**config.mk**
```make
export PLATFORM = sky130hd
export DESIGN_NAME = mult_div
export DESIGN_NICKNAME = d
export VERILOG_FILES = /design/src/rtl/mult_div.sv
export SDC_FILE = /design/constraint.sdc
export NUM_CORES = 1
export LEC_CHECK = 0
export ABC_AREA = 1
export BUFFER_PORTS_ARGS = -buffer_cell sky130_fd_sc_hd__clkbuf_2
export CORE_MARGIN = 5
export CORE_UTILIZATION = 30
export CTS_CLUSTER_DIAMETER = 60
export DETAILED_ROUTE_END_ITERATION = 16
export GPL_ROUTABILITY_DRIVEN = 0
export HOLD_SLACK_MARGIN = 0.15
export MAX_ROUTING_LAYER = met4
export RECOVER_POWER = 50
export SLEW_MARGIN = 40
export SYNTH_ARGS = -nofsm -noshare
export SYNTH_HDL_FRONTEND = slang
export SYNTH_SLANG_ARGS = --single-unit
```
**constraint.sdc**
```tcl
create_clock -name clk -period 2.25 [get_ports clk]
set_clock_uncertainty 0.15 [all_clocks]
set_input_delay 0.1125 -clock clk [delete_from_list [all_inputs] [get_ports clk]]
set_output_delay 0.1125 -clock clk [all_outputs]
set_load 0.01 [all_outputs]
```
**src/rtl/mult_div.sv**
```systemverilog
`default_nettype none
// ============================================================================
// Module      : mult_div
// Description : Iterative 32x32 multiply / divide unit. One radix-2 step per
//               clock: shift-add multiply into a 64-bit accumulator, restoring
//               divide with a 33-bit partial remainder. Signed operations run
//               on operand magnitudes and are sign-corrected at the end.
// Ports       : clk      - clock, all state on its rising edge
//               reset_n  - synchronous active-low reset
//               start    - operation request, sampled only while idle
//               op       - 00 mult, 01 multu, 10 div, 11 divu
//               a, b     - multiplicand/dividend, multiplier/divisor
//               busy     - operation in progress
//               done     - one-cycle pulse, hi/lo valid
//               hi, lo   - product {hi,lo}, or remainder (hi) / quotient (lo)
// Revision    : 1.0 - initial release
// ============================================================================
module mult_div (
    input  logic        clk,
    input  logic        reset_n,
    input  logic        start,
    input  logic [1:0]  op,
    input  logic [31:0] a,
    input  logic [31:0] b,
    output logic        busy,
    output logic        done,
    output logic [31:0] hi,
    output logic [31:0] lo
);

    typedef enum logic [1:0] {
        S_IDLE   = 2'd0,
        S_RUN    = 2'd1,
        S_FINISH = 2'd2
    } state_t;

    localparam logic [4:0] C_LAST_ITER = 5'd31;

    state_t      r_state;
    logic [4:0]  r_cnt;
    logic        r_is_div;
    logic        r_neg_res;      // negate product / quotient
    logic        r_neg_rem;      // negate remainder (dividend was negative)
    logic        r_div_zero;
    logic [31:0] r_dividend;     // raw dividend, returned on divide by zero
    logic [31:0] r_opa;          // multiplicand magnitude
    logic [31:0] r_opb;          // divisor magnitude
    logic [63:0] r_acc;          // multiply: {partial product, multiplier}
    logic [32:0] r_rem;          // divide: partial remainder
    logic [31:0] r_quo;          // divide: dividend shifting out, quotient in

    // Operand magnitudes; unsigned ops (op[0]=1) pass operands through.
    logic        w_signed;
    logic        w_a_neg;
    logic        w_b_neg;
    logic [31:0] w_mag_a;
    logic [31:0] w_mag_b;

    assign w_signed = ~op[0];
    assign w_a_neg  = w_signed & a[31];
    assign w_b_neg  = w_signed & b[31];
    assign w_mag_a  = w_a_neg ? (~a + 32'd1) : a;
    assign w_mag_b  = w_b_neg ? (~b + 32'd1) : b;

    // Shift-add step: add the multiplicand into the upper half when the
    // current multiplier bit (acc[0]) is set, then shift the whole thing right.
    // The 33-bit sum keeps the carry, which becomes the new acc[63].
    logic [32:0] w_add;
    logic [63:0] w_acc_next;

    assign w_add      = {1'b0, r_acc[63:32]} + (r_acc[0] ? {1'b0, r_opa} : 33'd0);
    assign w_acc_next = {w_add, r_acc[31:1]};

    // Restoring step: shift the next dividend bit into the remainder and try
    // to subtract the divisor; a non-negative result yields quotient bit 1.
    logic [33:0] w_shift;
    logic [33:0] w_diff;
    logic        w_fits;

    assign w_shift = {r_rem, r_quo[31]};
    assign w_diff  = w_shift - {2'b00, r_opb};
    assign w_fits  = ~w_diff[33];

    // Sign correction applied in FINISH.
    logic [63:0] w_prod;
    logic [31:0] w_quo;
    logic [31:0] w_rem;

    assign w_prod = r_neg_res ? (~r_acc + 64'd1) : r_acc;
    assign w_quo  = r_neg_res ? (~r_quo + 32'd1) : r_quo;
    assign w_rem  = r_neg_rem ? (~r_rem[31:0] + 32'd1) : r_rem[31:0];

    always_ff @(posedge clk) begin
        if (!reset_n) begin
            r_state    <= S_IDLE;
            r_cnt      <= 5'd0;
            r_is_div   <= 1'b0;
            r_neg_res  <= 1'b0;
            r_neg_rem  <= 1'b0;
            r_div_zero <= 1'b0;
            r_dividend <= 32'd0;
            r_opa      <= 32'd0;
            r_opb      <= 32'd0;
            r_acc      <= 64'd0;
            r_rem      <= 33'd0;
            r_quo      <= 32'd0;
            busy       <= 1'b0;
            done       <= 1'b0;
            hi         <= 32'd0;
            lo         <= 32'd0;
        end else begin
            case (r_state)
                S_IDLE: begin
                    done <= 1'b0;
                    if (start) begin
                        r_is_div   <= op[1];
                        r_neg_res  <= w_a_neg ^ w_b_neg;
                        r_neg_rem  <= w_a_neg;
                        r_div_zero <= (b == 32'd0);
                        r_dividend <= a;
                        r_opa      <= w_mag_a;
                        r_opb      <= w_mag_b;
                        r_acc      <= {32'd0, w_mag_b};
                        r_rem      <= 33'd0;
                        r_quo      <= w_mag_a;
                        r_cnt      <= 5'd0;
                        busy       <= 1'b1;
                        r_state    <= S_RUN;
                    end
                end

                S_RUN: begin
                    if (r_is_div) begin
                        r_rem <= w_fits ? w_diff[32:0] : w_shift[32:0];
                        r_quo <= {r_quo[30:0], w_fits};
                    end else begin
                        r_acc <= w_acc_next;
                    end
                    r_cnt <= r_cnt + 5'd1;
                    if (r_cnt == C_LAST_ITER) begin
                        r_state <= S_FINISH;
                    end
                end

                S_FINISH: begin
                    if (r_is_div) begin
                        // Divide by zero bypasses sign correction entirely.
                        if (r_div_zero) begin
                            hi <= r_dividend;
                            lo <= 32'hFFFF_FFFF;
                        end else begin
                            hi <= w_rem;
                            lo <= w_quo;
                        end
                    end else begin
                        hi <= w_prod[63:32];
                        lo <= w_prod[31:0];
                    end
                    done    <= 1'b1;
                    busy    <= 1'b0;
                    r_state <= S_IDLE;
                end

                default: begin
                    r_state <= S_IDLE;
                end
            endcase
        end
    end

endmodule
`default_nettype wire

```
## Word-level counts from Yosys, hierarchy flattened

Cells that the tools add are included.

- Register bits after elaboration: 302

- Mux-type cells: 28
- Eq/ne operators: 7
- Bitwise operators: 10
- Reduce and logical (&&, ||, !) cells: 10
- Add/sub/neg operators: 8

Operators with widths:

| kind | number |
|---|---|
| 2-to-1 mux 32 bit | 11 |
| 2-to-1 mux 64 bit | 3 |
| adder 32 x 1 -> 32 bit, second input constant | 4 |
| NOT 32 bit | 4 |
| case mux 64 bit (2 select lines) | 1 |
| 2-to-1 mux 33 bit | 3 |
| case mux 33 bit (2 select lines) | 1 |
| adder 64 x 1 -> 64 bit, second input constant | 1 |
| NOT 64 bit | 1 |
| case mux 32 bit (2 select lines) | 1 |
| subtractor 34 x 32 -> 34 bit | 1 |
| adder 32 x 32 -> 33 bit | 1 |
| zero test 32 bit | 1 |
| case mux 5 bit (2 select lines) | 1 |
| != test 2 bit, second input constant | 4 |
| AND reduction 2 bit | 4 |
| AND reduction 3 bit | 2 |
| adder 5 x 1 -> 5 bit, second input constant | 1 |
| == test 5 bit, second input constant | 1 |
| 2-to-1 mux 5 bit | 1 |
| 2-to-1 mux 2 bit | 2 |
| case mux 1 bit (2 select lines) | 2 |
| case mux 2 bit (2 select lines) | 1 |
| nonzero test 2 bit | 2 |
| other kinds (7) | 9 |

## Logic depth before layout (Yosys ltp)

Gate-level depths: netlist of run 1.

- Depth after elaboration: 5
- Mapped depth: 18
- Mapped depth without buffers: 17

## Least setup slack after synthesis of run 1

No wires, ideal clock.

- Kind: register -> register
- From: register r_acc[0]
- To: register r_acc[41]
- Library setup time: 0.132 ns
- Arrival time: 2.170 ns
- Stages on the path, launching flop included: 13
- Period minus slack after synthesis: 2.452 ns
- Buffers on the path: 2
- Setup slack: -0.202 ns
- Cells stage by stage: dfxtp_1 buf_2 buf_1 nand2_1 inv_1 ha_1 a21oi_1 o21ai_2 a21boi_0 o21bai_1 or2_2 nand3_1 a21oi_1

- Cells in the longest elaborated chain, start to end: 4

Ends and longest elaborated chain:

| element | line | RTL |
|---|---|---|
| start, declared | 48 | `logic [63:0] r_acc;` |
| start signal, assigned | 123 | `r_acc <= {32'd0, w_mag_b};` |
| start signal, assigned | 137 | `r_acc <= w_acc_next;` |
| 2-to-1 mux 32 bit | 71 | `assign w_add = {1'b0, r_acc[63:32]} + (r_acc[0] ? {1'b0, r_opa} : 33'd0);` |
| adder 32 x 32 -> 33 bit | 71 |  |
| 2-to-1 mux 64 bit | 133 | `if (r_is_div) begin` |
| case mux 64 bit (2 select lines) | 112 | `case (r_state)` |

Every way passes these cells. The select of a mux whose other input is x is not followed.
A chain may end at the register's enable or synchronous reset.

## Final worst setup path of run 1

- From: register r_rem[26]
- To: register r_rem[16]

- Cells in the longest elaborated chain, start to end: 4

Ends and longest elaborated chain:

| element | line | RTL |
|---|---|---|
| start, declared | 49 | `logic [32:0] r_rem;` |
| start signal, assigned | 134 | `r_rem <= w_fits ? w_diff[32:0] : w_shift[32:0];` |
| subtractor 34 x 32 -> 34 bit | 81 | `assign w_diff = w_shift - {2'b00, r_opb};` |
| 2-to-1 mux 33 bit | 134 |  |
| 2-to-1 mux 33 bit | 133 |  |
| case mux 33 bit (2 select lines) | 112 |  |

Every way passes these cells. The select of a mux whose other input is x is not followed.

==> results of run 1 <==
==> where the power goes <==
part / internal [uW] / switching, uW / total [uW]
logic: 2100 / 3240 / 5340
clock network: 3630 / 2780 / 6420
registers: 5620 / 265 / 5880
==> layout make-up <==
type                            instances  area [um2]
Inverter                              527        2000
Sequential cell                       301        6090
Multi-Input combinational cell       2935       17300
Clock buffer                           53        1150
Tap cell                             1040        1300
Timing Repair Buffer                  825        6640
Clock inverter                         18         133
Fill cell                            7932       42700
==> layer usage <==
layer	wire, um	GRT usage (%)	part of all wire [%]
met4	5690	10.1	5.2
met2	47600	38.0	43
met1	47100	34.2	43
met5	0	-	0
met3	9780	3.31	8.9
==> Yosys cell counts, drive strengths merged, types with 24 or more instances <==
| cell type | count | area (um2) |
|---|---|---|
| a21oi | 397 | 2000 |
| buf | 64 | 327 |
| xnor2 | 27 | 236 |
| inv | 523 | 1960 |
| nor3 | 57 | 300 |
| o21ai | 314 | 1590 |
| nand4 | 51 | 319 |
| nor2 | 446 | 1760 |
| clkbuf | 106 | 398 |
| dfxtp | 301 | 6030 |
| a31oi | 24 | 150 |
| ha | 71 | 888 |
| o211ai | 32 | 240 |
| nand3 | 369 | 1980 |
| nand2 | 951 | 3620 |
| xor2 | 62 | 543 |
==> metrics by stage <==
step | instances | hold WS, ns
2_1_floorplan | 3929 | 0.0974
3_3_place_gp | 5428 | 0.275
3_5_place_dp | 5428 | 0.286
4_1_cts | 5651 | 0.166
5_1_grt | 5699 | 0.197
6_report | 5699 | 0.106
==> flip-flops by register name, indices dropped and copies added, names as in the netlist, 2 cells and up <==
register and cells:
r_opb 32, r_quo 32, hi 32, r_dividend 32, r_cnt 5, r_state 2
r_opa 31, lo 32, r_acc 64, r_rem 33
==> kinds of logic after synthesis <==
group | count (synthesis)
AO/OA/AOI/OAI | 832
XOR/XNOR | 89
adder cells (fa/ha/maj) | 73
buffers and inverters | 697
flip-flops | 301
AND/OR/NAND/NOR | 1937
==> worst paths after layout <==
check	slack [ns]	start	depth (start not counted)	to
hold reg to reg	0.31	done	2	done
hold / removal	0.11	b[14]	7	r_opb[15]
setup reg to reg	-0.18	r_rem[26]	13	r_rem[16]
setup / recovery	-0.18	r_rem[26]	13	r_rem[16]
==> worst reg2reg max path: stages, from the launching register on <==
cell	delay (ns)
dfxtp_1	0.48
ha_4	0.26
nand2_2	0.10
nor2_1	0.07
o21ai_1	0.12
nand2_1	0.10
nor2_4	0.15
buf_6	0.14
nand3_4	0.15
buf_12	0.23
buf_16	0.14
nand3_4	0.06
nand3_2	0.07
a21oi_2	0.14
==> timing repair <==
item / in CTS / in global routing
endpoints found under the hold margin: 299 / 18
resized for setup: 322 / 414
buffers inserted: 31 / 45
hold buffers: 110 / 11
gates cloned: 11 / 6
endpoints found under the setup margin: 84 / 154
pin swaps: 93 / 162
==> impl_metrics.json, run 1 <==
{
  "outcome": "finished with violations",
  "failed_checks": "negative setup slack",
  "crit_path_start_kind": "flip-flop",
  "cap_viol_max_count": 0,
  "endpoint_kind": "flip-flop",
  "min_period_ns": 2.43,
  "yosysWarnings": 0,
  "synth_cells": 3929,
  "critical_path_class": "flip-flop to flip-flop",
  "syn_avg_cell_area_um2": 5.94,
  "io_pins": 135,
  "max_freq_mhz": 411,
  "drt-total-wl_mm": 110,
  "dp_hpwl_mm": 80.3,
  "grt_max_degree": 90,
  "grt_usage_pct": 25.2,
  "fin_crit_sh_pct": 108,
  "p_per_area_mw_per_mm2": 509,
  "clock-sinks": 301,
  "final_max_slew_viol_count": 0,
  "synth_fa_ha_area_share_pct": 3.98,
  "cts_tree": "done",
  "layout_common_cells": "nand2_1 (843), buf_4 (512), inv_1 (440), nor2_1 (353), a21oi_1 (324)",
  "worst_path_most_repeated_cell": "nand3_4",
  "die_area_mm2": 0.0835,
  "vias": 29868,
  "leakage_uw": 0.0164,
  "grt_pass1_wl_mm": 160,
  "power_uw": 17600,
  "synth_async_sr_flop_share_pct": 0,
  "routedWlPerCell_um": 19.3,
  "worst_pin_slew_ns": 0.984,
  "tns_ns": -6.39,
  "numCtsBuffers": 40,
  "relSlewSlack_pct": 34.4,
  "max_stage_delay_ns": 0.48,
  "nets": 4772,
  "worstPathRequired_ns": 2.61,
  "dr.pass1.iters": 6,
  "cts_buffer_depth": 3,
  "path_clk_slew_ns": 0.06,
  "synth_compound_area_share_pct": 19.3,
  "fp.coreArea_mm2": 0.0773,
  "drc_errors": 0,
  "cpLargestDelayFamily": "simple AND/OR/NAND/NOR gates",
  "fp.dieH_um": 289,
  "fin_area_mm2": 0.0346,
  "yosysSeqAreaShare_pct": 25.8,
  "synth-xor-area-share_pct": 3.34,
  "synth_edf_count": 0,
  "antenna_found_initial": 1,
  "die_w_um": 289,
  "hold_class": "input pin to flip-flop",
  "drive_gt1_share_pct": 29.1,
  "grt_pass1_vias": 27012,
  "placed_area_mm2": 0.0286,
  "htree_levels": 2,
  "fp-row-count": 102,
  "setup_ws_ns": -0.181,
  "synth-simple-area-share_pct": 36.0,
  "setup_viol": 72,
  "crit_chain": "ha_4 > nand2_2 > nor2_1 > o21ai_1 > nand2_1 > nor2_4 > buf_6 > nand3_4 > buf_12 > buf_16 > nand3_4 > nand3_2 > a21oi_2",
  "syn_area_mm2": 0.0233,
  "crit_arrival_ns": 2.79,
  "ctsRootBufferMaster": "clkbuf_16",
  "rsz0062_at_grt": "true",
  "gr-total-overflow": 0,
  "final_util_pct": 44.8,
  "synthMuxAreaShare_pct": 0,
  "area_growth_pct": 48.3,
  "hold_violations": 0,
  "ant_nets": 0,
  "drtIter0Drc": 3272,
  "synth_flop_cell": "dfxtp_1",
  "synth_top_family_by_area": "simple AND/OR/NAND/NOR gates",
  "place_ws_ns": -0.305,
  "cpMaxStageDelayCell": "dfxtp_1",
  "synth_cell_types": 50,
  "synth_fp_nets": 4071,
  "final_common_cell": "nand2_1",
  "vdd_drop_max_v": 0.000452,
  "ys_ff_latch": 301,
  "io_buffer_count": 134,
  "via_per_inst": 5.24,
  "insertion_delay_ns": 0.59,
  "crit_fanout": 6,
  "start_util_pct": 30.2,
  "diodes": 0,
  "cp_num_buf_inv": 3
}
Power figures use the tool's default switching activity.
==> run 2: changes to the inputs <==
--- a/config.mk
+++ b/config.mk
@@ -15,5 +15,4 @@
 export HOLD_SLACK_MARGIN = 0.15
 export MAX_ROUTING_LAYER = met4
-export RECOVER_POWER = 50
 export SLEW_MARGIN = 40
 export SYNTH_ARGS = -nofsm -noshare
--- a/constraint.sdc
+++ b/constraint.sdc
@@ -3,3 +3,3 @@
 set_input_delay 0.1125 -clock clk [delete_from_list [all_inputs] [get_ports clk]]
 set_output_delay 0.1125 -clock clk [all_outputs]
-set_load 0.01 [all_outputs]
+set_load 0.005 [all_outputs]
==> run 2 against run 1 <==
  * The run still ends with negative setup slack left
  * Setup slack improved by 0.0021 ns
  * Via count is 0.14% higher
  * Combinational power is essentially flat
  * Cell area increased by 0.47%
  * Clock-buffer cell count unchanged
  * Core utilization grew 0.21 points
  * Highest routed layer unchanged
  * Die area did not move
  * Maximum frequency about the same
  * Worst hold slack improved by 0.0091 ns
  * Cell count is the same
  * Non-clock buffer count unchanged
==> impl_metrics.json, run 2 (synthesis results as in run 1) <==
{
  "grt_pass1_vias": 27012,
  "dr.pass1.iters": 8,
  "area_growth_pct": 49.0,
  "crit_fanout": 6,
  "drc_errors": 0,
  "worstHoldPathCells": 7,
  "max_stage_delay_ns": 0.48,
  "cpMaxStageDelayCell": "dfxtp_1",
  "cpLargestDelayFamily": "simple AND/OR/NAND/NOR gates",
  "largest_reg_flops": 64,
  "io_pins": 135,
  "path_clk_slew_ns": 0.06,
  "clock-sinks": 301,
  "holdWs_ns": 0.115,
  "die_area_mm2": 0.0835,
  "setup_viol": 72,
  "fin_area_mm2": 0.0348,
  "antenna_found_initial": 1,
  "grt_pass1_wl_mm": 160,
  "fp.coreArea_mm2": 0.0773,
  "fp-row-count": 102,
  "failed_checks": "negative setup slack",
  "drt-total-wl_mm": 110,
  "place_ws_ns": -0.305,
  "vdd_drop_max_v": 0.000456,
  "dp_hpwl_mm": 80.3,
  "placed_area_mm2": 0.0286,
  "crit_arrival_ns": 2.78,
  "ctsRootBufferMaster": "clkbuf_16",
  "endpoint_kind": "flip-flop",
  "leakage_uw": 0.0166,
  "die_w_um": 289,
  "worst_path_most_repeated_cell": "nand3_4",
  "insertion_delay_ns": 0.59,
  "via_per_inst": 5.25,
  "p_per_area_mw_per_mm2": 507,
  "final_common_cell": "nand2_1",
  "rsz0062_at_grt": "true",
  "worstPathRequired_ns": 2.61,
  "fp.dieH_um": 289,
  "setup_ws_ns": -0.179,
  "crit_chain": "ha_4 > nand2_2 > nor2_1 > o21ai_1 > nand2_1 > nor2_4 > buf_6 > nand3_4 > buf_12 > buf_16 > nand3_4 > nand3_2 > a21oi_2",
  "drive_gt1_share_pct": 30.7,
  "vias": 29910,
  "cp.depth": 13,
  "layout_common_cells": "nand2_1 (843), buf_4 (520), inv_1 (437), nor2_1 (352), a21oi_1 (324)",
  "hold_violations": 0,
  "io_buffer_count": 134,
  "ant_nets": 0,
  "cap_viol_max_count": 0,
  "min_period_ns": 2.43,
  "grt_max_degree": 90,
  "cts_buffer_depth": 3,
  "hold_class": "input pin to flip-flop",
  "top_register": "r_acc",
  "grt_usage_pct": 25.2,
  "final_util_pct": 45.0,
  "start_util_pct": 30.2,
  "critical_path_class": "flip-flop to flip-flop",
  "final_max_slew_viol_count": 0,
  "nets": 4772,
  "worst_pin_slew_ns": 0.831,
  "drtIter0Drc": 3185,
  "crit_path_start_kind": "flip-flop",
  "htree_levels": 2,
  "diodes": 0,
  "outcome": "finished with violations",
  "fin_crit_sh_pct": 108,
  "max_freq_mhz": 412,
  "cts_tree": "done",
  "gr-total-overflow": 0,
  "routedWlPerCell_um": 19.3,
  "reg.largest.list": "r_acc (64), r_rem (33)",
  "reg2regPathDepth": 13,
  "cp_num_buf_inv": 3,
  "relSlewSlack_pct": 44.5,
  "numCtsBuffers": 40
}
==> run 2: path summary, 6_finish.rpt <==
check	startpoint	slack, ns	endpoint
setup / recovery	r_rem[26]	-0.18	r_rem[16]
hold / removal	b[14]	0.12	r_opb[15]
setup reg to reg	r_rem[26]	-0.18	r_rem[16]
hold reg to reg	done	0.32	done
==> run 2: worst min-delay path: cells and delay by family <==
kind,cells,cell delay (ns)
AOI/OAI and AO/OA,2,0.20
buffers and inverters,2,0.27
and+or+nand+nor,3,0.24
==> run 2: repair_timing <==
item,in CTS,in global routing
gates resized for setup,322,414
endpoints found under the setup margin,84,154
pin swaps,93,162
hold buffers,110,11
cloned,11,6
hold endpoints to repair,299,18
buffers inserted,31,45
==> run 2: report_power, final <==
group | internal, uW | total [uW] | switching [uW]
clock network | 3630 | 6410 | 2770
registers | 5620 | 5890 | 265
logic | 2130 | 5370 | 3240
==> run 2: area by class of cell <==
class / instances / area, um2
well taps: 1040 / 1300
clock inverters: 18 / 133
repair buffers: 825 / 6800
flip-flops and latches: 301 / 6090
fillers: 7869 / 42500
multi-input cells: 2935 / 17300
inverters: 527 / 2000
clock buffers: 53 / 1150
==> run 2: layer usage <==
layer / global-route usage [%] / up-vias / wire, um
li1: - / 14279 / -
met1: 34.2 / 13848 / 46600
met2: 38.0 / 1509 / 47200
met3: 3.31 / 274 / 10200
met4: 10.1 / 0 / 5780
met5: - / - / 0
==> run 2: per-stage QoR <==
step	setup TNS [ns]	instances	total power, uW
finish	-6.39	5699	17700
detailed placement	-12.02	5428	10300
floorplan	-0.0134	3929	8350
CTS	-3.14	5651	17100
global placement	-10.06	5428	10300
global route	-14.26	5699	18300
